`src/rtl/seq_add_ctrl_pkg.sv`:
```
// Shared definitions for the slice-serial adder: FSM state encoding and slice width.
package seq_add_ctrl_pkg;

    localparam int SLICE_W = 8;

    typedef enum logic [2:0] {
        IDLE = 3'b001,
        RUN  = 3'b010,
        DONE = 3'b100
    } state_t;

endpackage

```
`src/rtl/seq_add_ctrl_cskip_slice8.sv`:
```
// Combinational 8-bit carry-skip adder: two 4-bit ripple groups, each with a
// skip mux that forwards the group carry-in when every bit propagates.
module cskip_slice8 (
    input  logic [7:0] a,
    input  logic [7:0] b,
    input  logic       cin,
    output logic [7:0] s,
    output logic       cout,
    output logic       c_msb
);

    logic [7:0] p;
    logic [7:0] g;
    logic [8:0] c;

    assign p = a ^ b;
    assign g = a & b;

    // Ripple inside each group; the group carry-out is replaced by the group
    // carry-in when the whole group propagates (the skip path).
    always_comb begin
        c    = '0;
        s    = '0;
        c[0] = cin;
        for (int grp = 0; grp < 2; grp++) begin
            for (int i = 0; i < 4; i++) begin
                s[4*grp+i]   = p[4*grp+i] ^ c[4*grp+i];
                c[4*grp+i+1] = g[4*grp+i] | (p[4*grp+i] & c[4*grp+i]);
            end
            if (&p[4*grp +: 4]) begin
                c[4*grp+4] = c[4*grp];
            end
        end
    end

    assign cout  = c[8];
    assign c_msb = c[7];

endmodule

```
`src/rtl/seq_add_ctrl.sv`:
```
// Slice-serial W-bit adder: one shared carry-skip slice adds 8 bits per cycle,
// with a valid/ready handshake on both the operand and the result side.
module seq_add_ctrl
    import seq_add_ctrl_pkg::*;
#(
    parameter int N_SLICES = 4
) (
    input  logic                        clk,
    input  logic                        rst,
    input  logic                        in_valid,
    output logic                        in_ready,
    input  logic [SLICE_W*N_SLICES-1:0] a,
    input  logic [SLICE_W*N_SLICES-1:0] b,
    input  logic                        cin,
    output logic                        out_valid,
    input  logic                        out_ready,
    output logic [SLICE_W*N_SLICES-1:0] sum,
    output logic                        cout,
    output logic                        ovf,
    output logic                        busy
);

    localparam int W  = SLICE_W * N_SLICES;
    localparam int CW = 3;
    localparam logic [CW-1:0] LAST = CW'(N_SLICES - 1);

    state_t        state;
    state_t        next_state;
    logic [CW-1:0] cnt;
    logic [W-1:0]  a_reg;
    logic [W-1:0]  b_reg;
    logic [W-1:0]  sum_reg;
    logic          carry;
    logic          ovf_reg;
    logic          accept;

    logic [SLICE_W-1:0] sl_a;
    logic [SLICE_W-1:0] sl_b;
    logic [SLICE_W-1:0] sl_s;
    logic               sl_cout;
    logic               sl_cmsb;

    always_comb begin
        sl_a = '0;
        sl_b = '0;
        for (int i = 0; i < N_SLICES; i++) begin
            if (cnt == CW'(i)) begin
                sl_a = a_reg[i*SLICE_W +: SLICE_W];
                sl_b = b_reg[i*SLICE_W +: SLICE_W];
            end
        end
    end

    cskip_slice8 u_slice (
        .a     (sl_a),
        .b     (sl_b),
        .cin   (carry),
        .s     (sl_s),
        .cout  (sl_cout),
        .c_msb (sl_cmsb)
    );

    always_ff @(posedge clk or posedge rst) begin
        if (rst) begin
            state <= IDLE;
        end else begin
            state <= next_state;
        end
    end

    // in_ready is low in DONE, so the return to IDLE never doubles as an accept.
    always_comb begin
        next_state = state;
        in_ready   = 1'b0;
        out_valid  = 1'b0;
        busy       = 1'b1;
        case (state)
            IDLE: begin
                in_ready = 1'b1;
                busy     = 1'b0;
                if (in_valid) begin
                    next_state = RUN;
                end
            end
            RUN: begin
                if (cnt == LAST) begin
                    next_state = DONE;
                end
            end
            DONE: begin
                out_valid = 1'b1;
                if (out_ready) begin
                    next_state = IDLE;
                end
            end
            default: begin
                next_state = IDLE;
            end
        endcase
    end

    assign accept = in_valid & in_ready;

    always_ff @(posedge clk or posedge rst) begin
        if (rst) begin
            cnt     <= '0;
            a_reg   <= '0;
            b_reg   <= '0;
            sum_reg <= '0;
            carry   <= 1'b0;
            ovf_reg <= 1'b0;
        end else if (accept) begin
            cnt     <= '0;
            a_reg   <= a;
            b_reg   <= b;
            sum_reg <= '0;
            carry   <= cin;
            ovf_reg <= 1'b0;
        end else if (state == RUN) begin
            for (int i = 0; i < N_SLICES; i++) begin
                if (cnt == CW'(i)) begin
                    sum_reg[i*SLICE_W +: SLICE_W] <= sl_s;
                end
            end
            carry <= sl_cout;
            cnt   <= cnt + 1'b1;
            if (cnt == LAST) begin
                ovf_reg <= sl_cmsb ^ sl_cout;
            end
        end
    end

    assign sum  = sum_reg;
    assign cout = carry;
    assign ovf  = ovf_reg;

endmodule

```
`config.mk`:
```
export PLATFORM = sky130hd
export DESIGN_NAME = seq_add_ctrl
export DESIGN_NICKNAME = d
export VERILOG_FILES = /design/src/rtl/seq_add_ctrl_pkg.sv /design/src/rtl/seq_add_ctrl_cskip_slice8.sv /design/src/rtl/seq_add_ctrl.sv
export SDC_FILE = /design/constraint.sdc
export NUM_CORES = 1
export LEC_CHECK = 0
export ABC_AREA = 1
export CORE_MARGIN = 3
export CORE_UTILIZATION = 50
export CTS_BUF_LIST = sky130_fd_sc_hd__clkbuf_4
export DETAILED_ROUTE_END_ITERATION = 7
export GPL_TIMING_DRIVEN = 1
export PLACE_DENSITY_LB_ADDON = 0.15
export SLEW_MARGIN = 10
export SYNTH_ARGS = -nofsm -noshare
export SYNTH_HDL_FRONTEND = slang
export SYNTH_SLANG_ARGS = --single-unit
```
`constraint.sdc`:
```
create_clock -name clk -period 12.1 [get_ports clk]
set_input_delay 2.42 -clock clk [delete_from_list [all_inputs] [get_ports clk]]
set_output_delay 2.42 -clock clk [all_outputs]
set_load 0.1 [all_outputs]
```
==> flow_summary.ini, run 1 <==
[status]
status = complete, no violations

[finish]
fillCellCount = 825
final_cell_mix = nand2_1 (254), clkdlybuf4s50_1 (105), dfrtp_1 (103)
post-route-cell-area_um2 = 6220
drive_gt1_share_pct = 4.02
diodes = 0
nets = 782
mostFrequentLayoutCell = nand2_1
area_growth_pct = 24.6

[worst_setup_path]
required_ns = 12.44
reg2reg_to = sum[7]$_DFFE_PP0P_
cp_data_arrival_time_ns = 5.83
cpMaxStageDelayCell = fa_1
crit_chain = inv_1 -> ha_1 -> nand2_1 -> inv_1 -> nand2_1 -> o21ai_0 -> nand2_1 -> o211ai_1 -> o21ai_0 -> fa_1 -> fa_1 -> fa_1 -> inv_1 -> fa_1 -> o21ai_0 -> nand2_1 -> fa_1 -> inv_1 -> fa_1 -> fa_1 -> inv_1 -> fa_1 -> nand2_1 -> o21ai_0
cpLargestDelayFamily = adder cells
path_buf_inv = 5
critical_path_class = flop to flop
timing.rr.start = cnt[1]$_DFFE_PP0P_
slowest_delay_ns = 0.46
ff2ff_setup_slack_ns = 6.62
crit_top_cell = fa_1
start_kind = flop
endpoint_kind = flop
path_max_fanout = 14
worst-path-stages = 24
ff2ff_path_depth = 24

[worst_hold_path]
hold_depth = 2
min_to = b_reg[25]$_DFFE_PP0P_
hold_path.class = flop to flop
hp-start = b_reg[25]$_DFFE_PP0P_

[clock_tree]
root_buffer = clkbuf_4
cts_resized = 0
htree_levels = 3
cts_sinks = 104
cts_tree = built
clk_latency_ns = 0.48
post-cts-setup-buffers = 0
clkTransAtPathRegs_ns = 0.16
cts_buffer_depth = 2
postCtsHoldBufs = 0
cts_made_buffers = 9

[global_route]
grt_pass1_wl_mm = 19.8
grt_max_degree = 86
use_met1_pct = 30.1
grt_pass1_vias = 4011
use_met3_pct = 4.49
grt_use_total_pct = 22.2
antenna_found_initial = 0
grt.busiest_layer = met2
grt.overflow.total = 0
grt_util_met2_pct = 36.5

[synthesis]
synth_top_area_share_pct = 51.6
syn_area_um2 = 4990
syn-num-nets = 693
synth_cell_types = 27
avgSynthCellArea_um2 = 8.28
netlist_top_cells_area = dfrtp_1 (52%), nand2_1 (19%), o21ai_0 (7.1%)
synth_top_cell_by_area = dfrtp_1
ys_warn_count = 0
yosysSeqAreaShare_pct = 52.1
ys_ff_latch = 104
netlist_instances = 603

[placement]
hpwlAfterDp_mm = 8.88
post_dp_cell_area_um2 = 6060
place.gp.congestion = 0.833
portBuffers = 105

[route]
first_pass_iters = 6
via_per_inst = 5.17
route.detailed.drc = 0
postRouteAntennaNets = 0
routedWlPerCell_um = 14.6
num_vias = 4272
drt_iter0_drc = 318
finalWirelength_mm = 12.0

[sta]
setup_tns_ns = 0
worstMarginPinSlew_ns = 1.10
fmax_mhz = 182
drv_slew = 0
slew_headroom_pct = 26.3
fin_skew_ns = 0.0230
fin_crit_sh_pct = 45.3
setup_viol = 0
hold_violations = 0
min_period_ns = 5.48
rsz0062_at_grt = no

[power]
power.leakage_nw = 3.08
p_switching_mw = 1.04
combPwrFrac_pct = 59.2
p_seq_share_pct = 30.6
ir_worst_vdd_v = 0.000164
p_per_area_nw_per_um2 = 309
switching_share_pct = 54.1
internal_power_uw = 882
p_clk_share_pct = 10.2

[floorplan]
die_y_um = 106
fp.dieW_um = 106
core_area_um2 = 9460
io_pins = 106
num_rows = 35
die_area_um2 = 11200
initial_utilization_pct = 52.8

[flow_run]
maxCapViolations = 0
[layout make-up]
class	instances	area (µm²)	area share (%)
Tap cell	129	161	2.59
Inverter	55	209	3.36
Multi-Input combinational cell	415	2020	32.5
Clock buffer	9	67.6	1.09
Clock inverter	7	90.1	1.45
Timing Repair Buffer	107	1070	17.1
Sequential cell	104	2600	41.9
[worst max path at each step]
stage / slack (ns) / start / endpoint
2_1_floorplan: 6.95 / rst / a_reg[0]$_DFFE_PP0P_
3_3_place_gp: 6.93 / cnt[0]$_DFFE_PP0P_ / sum[23]$_DFFE_PP0P_
3_5_place_dp: 6.69 / cnt[1]$_DFFE_PP0P_ / sum[7]$_DFFE_PP0P_
4_1_cts: 6.64 / cnt[1]$_DFFE_PP0P_ / sum[7]$_DFFE_PP0P_
5_1_grt: 6.18 / cnt[1]$_DFFE_PP0P_ / sum[7]$_DFFE_PP0P_
6_report: 6.62 / cnt[1]$_DFFE_PP0P_ / sum[7]$_DFFE_PP0P_
[worst reg2reg max path: cells and delay by family, from the launching register on]
kind / cells / cell delay (ns)
adders and majority gates: 9 / 2.93
buffers and inverters: 5 / 0.76
AOI/OAI and AO/OA: 5 / 0.66
and+or+nand+nor: 5 / 0.57
DFF: 1 / 0.44
[cells in the mapped netlist]
| library cell | count |
|---|---|
| a22oi_1 | 3 |
| nor2_1 | 11 |
| a21oi_2 | 3 |
| buf_6 | 3 |
| buf_1 | 1 |
| or2_2 | 1 |
| buf_2 | 8 |
| a31o_2 | 1 |
| dfstp_2 | 1 |
| fa_1 | 8 |
| clkbuf_1 | 12 |
| dfrtp_1 | 103 |
| inv_2 | 2 |
| o21bai_1 | 1 |
| nand3_1 | 34 |
| buf_4 | 5 |
| a31oi_1 | 3 |
| nor3_1 | 1 |
| o21ai_0 | 71 |
| nor3_2 | 1 |
| nor2_4 | 1 |
| o211ai_1 | 7 |
| nand2_1 | 254 |
| o22ai_1 | 1 |
| inv_1 | 53 |
| a21oi_1 | 1 |
| ha_1 | 13 |
[cell families after synthesis]
family	synth area share (%)
AND/OR/NAND/NOR	24.0
flip-flops	52.1
AO/OA/AOI/OAI	10.1
buffers and inverters	7.34
adder cells (fa/ha/maj)	6.46
[per-layer routing]
layer / up-vias / share of wire, %
li1: 2078 / -
met1: 2019 / 44
met2: 160 / 49
met3: 15 / 6.2
met4: 0 / 1.5
met5: - / 0
[power by group through the flow]
| stage | Sequential [mW] | Combinational (mW) | Clock (mW) |
|---|---|---|---|
| final | 0.589 | 1.14 | 0.196 |
| after global routing | 0.604 | 1.28 | 0.212 |
| after CTS | 0.588 | 1.14 | 0.197 |
| after detailed placement | 0.595 | 1.14 | 0 |
| after global placement | 0.593 | 1.11 | 0 |
| after floorplan | 0.828 | 0.597 | 0 |
[per-stage QoR]
step / power [mW] / cells / worst slack, ns / utilization, % / hold WS, ns
floorplan: 1.42 / 603 / 6.95 / - / 0.437
global placement: 1.70 / 810 / 6.93 / 64.1 / 0.451
detailed placement: 1.73 / 810 / 6.69 / 64.1 / 0.461
CTS: 1.93 / 826 / 6.64 / 65.8 / 0.498
global route: 2.09 / 826 / 6.18 / 65.8 / 0.522
finish: 1.92 / 826 / 6.62 / 65.8 / 0.501
(Power assumes the default switching activity.)
==> run 2, diff against run 1 <==
Settings changed: CORE_UTILIZATION 50 to 48.
Clock period 12.1 ns to 4.74 ns, I/O delays scaled along.
==> flow_summary.ini, run 2 (synthesized netlist as in run 1, its figures left out) <==
[status]
status = complete, no violations

[route]
via_per_inst = 5.00
route.detailed.drc = 0
first_pass_iters = 5
num_vias = 4229
postRouteAntennaNets = 0
routedWlPerCell_um = 14.1
drt_iter0_drc = 171
finalWirelength_mm = 11.9

[global_route]
grt_util_met2_pct = 36.2
grt_pass1_vias = 4140
antenna_found_initial = 0
grt_use_total_pct = 22.1
grt.busiest_layer = met2
grt_max_degree = 85
grt_pass1_wl_mm = 20.2
use_met3_pct = 3.34
grt.overflow.total = 0
use_met1_pct = 30.4

[worst_setup_path]
start_kind = flop
path_max_fanout = 5
critical_path_class = flop to flop
endpoint_kind = flop
required_ns = 5.06
cp_data_arrival_time_ns = 4.80

[finish]
regArea_um2 = 2600
mostFrequentLayoutCell = nand2_1
diodes = 0
utilization_pct = 63.9
fillCellCount = 908
multi_input_area_um2 = 2060
area_growth_pct = 27.3
nets = 797
fin_cells = 845
drive_gt1_share_pct = 8.71
final_cell_mix = nand2_1 (252), clkdlybuf4s50_1 (105), dfrtp_1 (103)

[power]
p_total_mw = 4.98
power.leakage_nw = 3.13
switching_share_pct = 54.0
p_per_area_nw_per_um2 = 783
p_clk_share_pct = 8.6
p_switching_mw = 2.69
ir_worst_vdd_v = 0.000457
p_seq_share_pct = 29.8
internal_power_mw = 2.29
combPwrFrac_pct = 61.6

[clock_tree]
cts_sinks = 104
cts_made_buffers = 9
cts_buffer_depth = 2
clkTransAtPathRegs_ns = 0.15
clk_latency_ns = 0.45
root_buffer = clkbuf_4
htree_levels = 3
cts_tree = built

[sta]
fin_hold_ws_ns = 0.487
fmax_mhz = 223
fin_skew_ns = 0.0249
slew_headroom_pct = 24.6
fin_crit_sh_pct = 94.4
setup_viol = 0
hold_violations = 0
drv_slew = 0
min_period_ns = 4.48
worstMarginPinSlew_ns = 1.13

[floorplan]
core_area_um2 = 9950
num_rows = 36
fp.dieW_um = 108
die_area_um2 = 11700
io_pins = 106
initial_utilization_pct = 50.2
die_y_um = 108

[placement]
hpwlAfterDp_mm = 9.01
place.gp.congestion = 0.869
dp.cells = 825
portBuffers = 105

[worst_hold_path]
hold_path.class = flop to flop

[flow_run]
maxCapViolations = 0
## run 2: changes by cell type in the layout (fill, tap and decap cells not counted), sizes merged
cell,change
clkinv,-1
bufinv,-1
buf,+15
clkinvlp,+2
## run 2: stage by stage
step                      setup WS, ns  instance area [µm²]  setup TNS [ns]
after floorplan                 0.0300                 4990               0
after global placement          0.0684                 6150               0
after detailed placement       -0.0876                 6150          -0.276
after CTS                       0.0173                 6290               0
after global routing          -0.00623                 6360         -0.0140
final                            0.264                 6360               0
## run 2: layout make-up
| class | count | area share (%) |
|---|---|---|
| multi-input combinational | 415 | 32.4 |
| clock inverter | 7 | 1.02 |
| inverter | 55 | 3.29 |
| tap | 133 | 2.62 |
| clock buffer | 9 | 1.06 |
| sequential | 104 | 40.9 |
| timing repair buffer | 122 | 18.7 |
## run 2: what timing repair did
item / CTS / global route
gates resized for setup: 3 / 25
pin swaps: 0 / 4
hold buffers: 0 / 0
setup buffers: 0 / 4
setup endpoints to repair: 4 / 10
## run 2: worst paths after layout
| kind | startpoint | end | slack (ns) | cells after the start |
|---|---|---|---|---|
| min | b_reg[22]$_DFFE_PP0P_ | b_reg[22]$_DFFE_PP0P_ | 0.49 | 2 |
| max in group asynchronous | rst | b_reg[8]$_DFFE_PP0P_ | 3.01 | 3 |
| min in group asynchronous | rst | a_reg[2]$_DFFE_PP0P_ | 0.86 | 2 |
| max reg2reg | cnt[0]$_DFFE_PP0P_ | sum[15]$_DFFE_PP0P_ | 0.26 | 23 |
| min reg2reg | b_reg[22]$_DFFE_PP0P_ | b_reg[22]$_DFFE_PP0P_ | 0.49 | 2 |
| max | cnt[0]$_DFFE_PP0P_ | sum[15]$_DFFE_PP0P_ | 0.26 | 23 |
## run 2: per-layer routing
| metal | vias to the layer above | share of wire (%) |
|---|---|---|
| li1 | 2098 | - |
| met1 | 2021 | 46 |
| met2 | 91 | 48 |
| met3 | 19 | 4.3 |
| met4 | 0 | 1.8 |
| met5 | - | 0 |
## run 2: critical path, cell delays in order (launching register included)
cell and delay (ns):
dfrtp_1 0.45, ha_2 0.20, ha_1 0.19, inv_2 0.09
o21ai_0 0.08, inv_1 0.05, nand2_1 0.05, nand2_1 0.07
inv_1 0.06, fa_2 0.38, fa_2 0.39, fa_2 0.32
inv_1 0.07, fa_2 0.21, o21ai_2 0.06, nand2_1 0.07
fa_1 0.16, inv_1 0.06, fa_2 0.35, fa_2 0.38
inv_2 0.08, fa_1 0.39, nand2_2 0.11, o21ai_1 0.10
## run 2: power by group through the flow
| stage | clock network (mW) | registers [mW] | logic (mW) |
|---|---|---|---|
| 6_report | 0.430 | 1.48 | 3.07 |
| 5_1_grt | 0.476 | 1.53 | 3.45 |
| 4_1_cts | 0.442 | 1.48 | 3.00 |
| 3_5_place_dp | 0 | 1.50 | 2.99 |
| 3_3_place_gp | 0 | 1.49 | 2.90 |
| 2_1_floorplan | 0 | 2.11 | 1.52 |
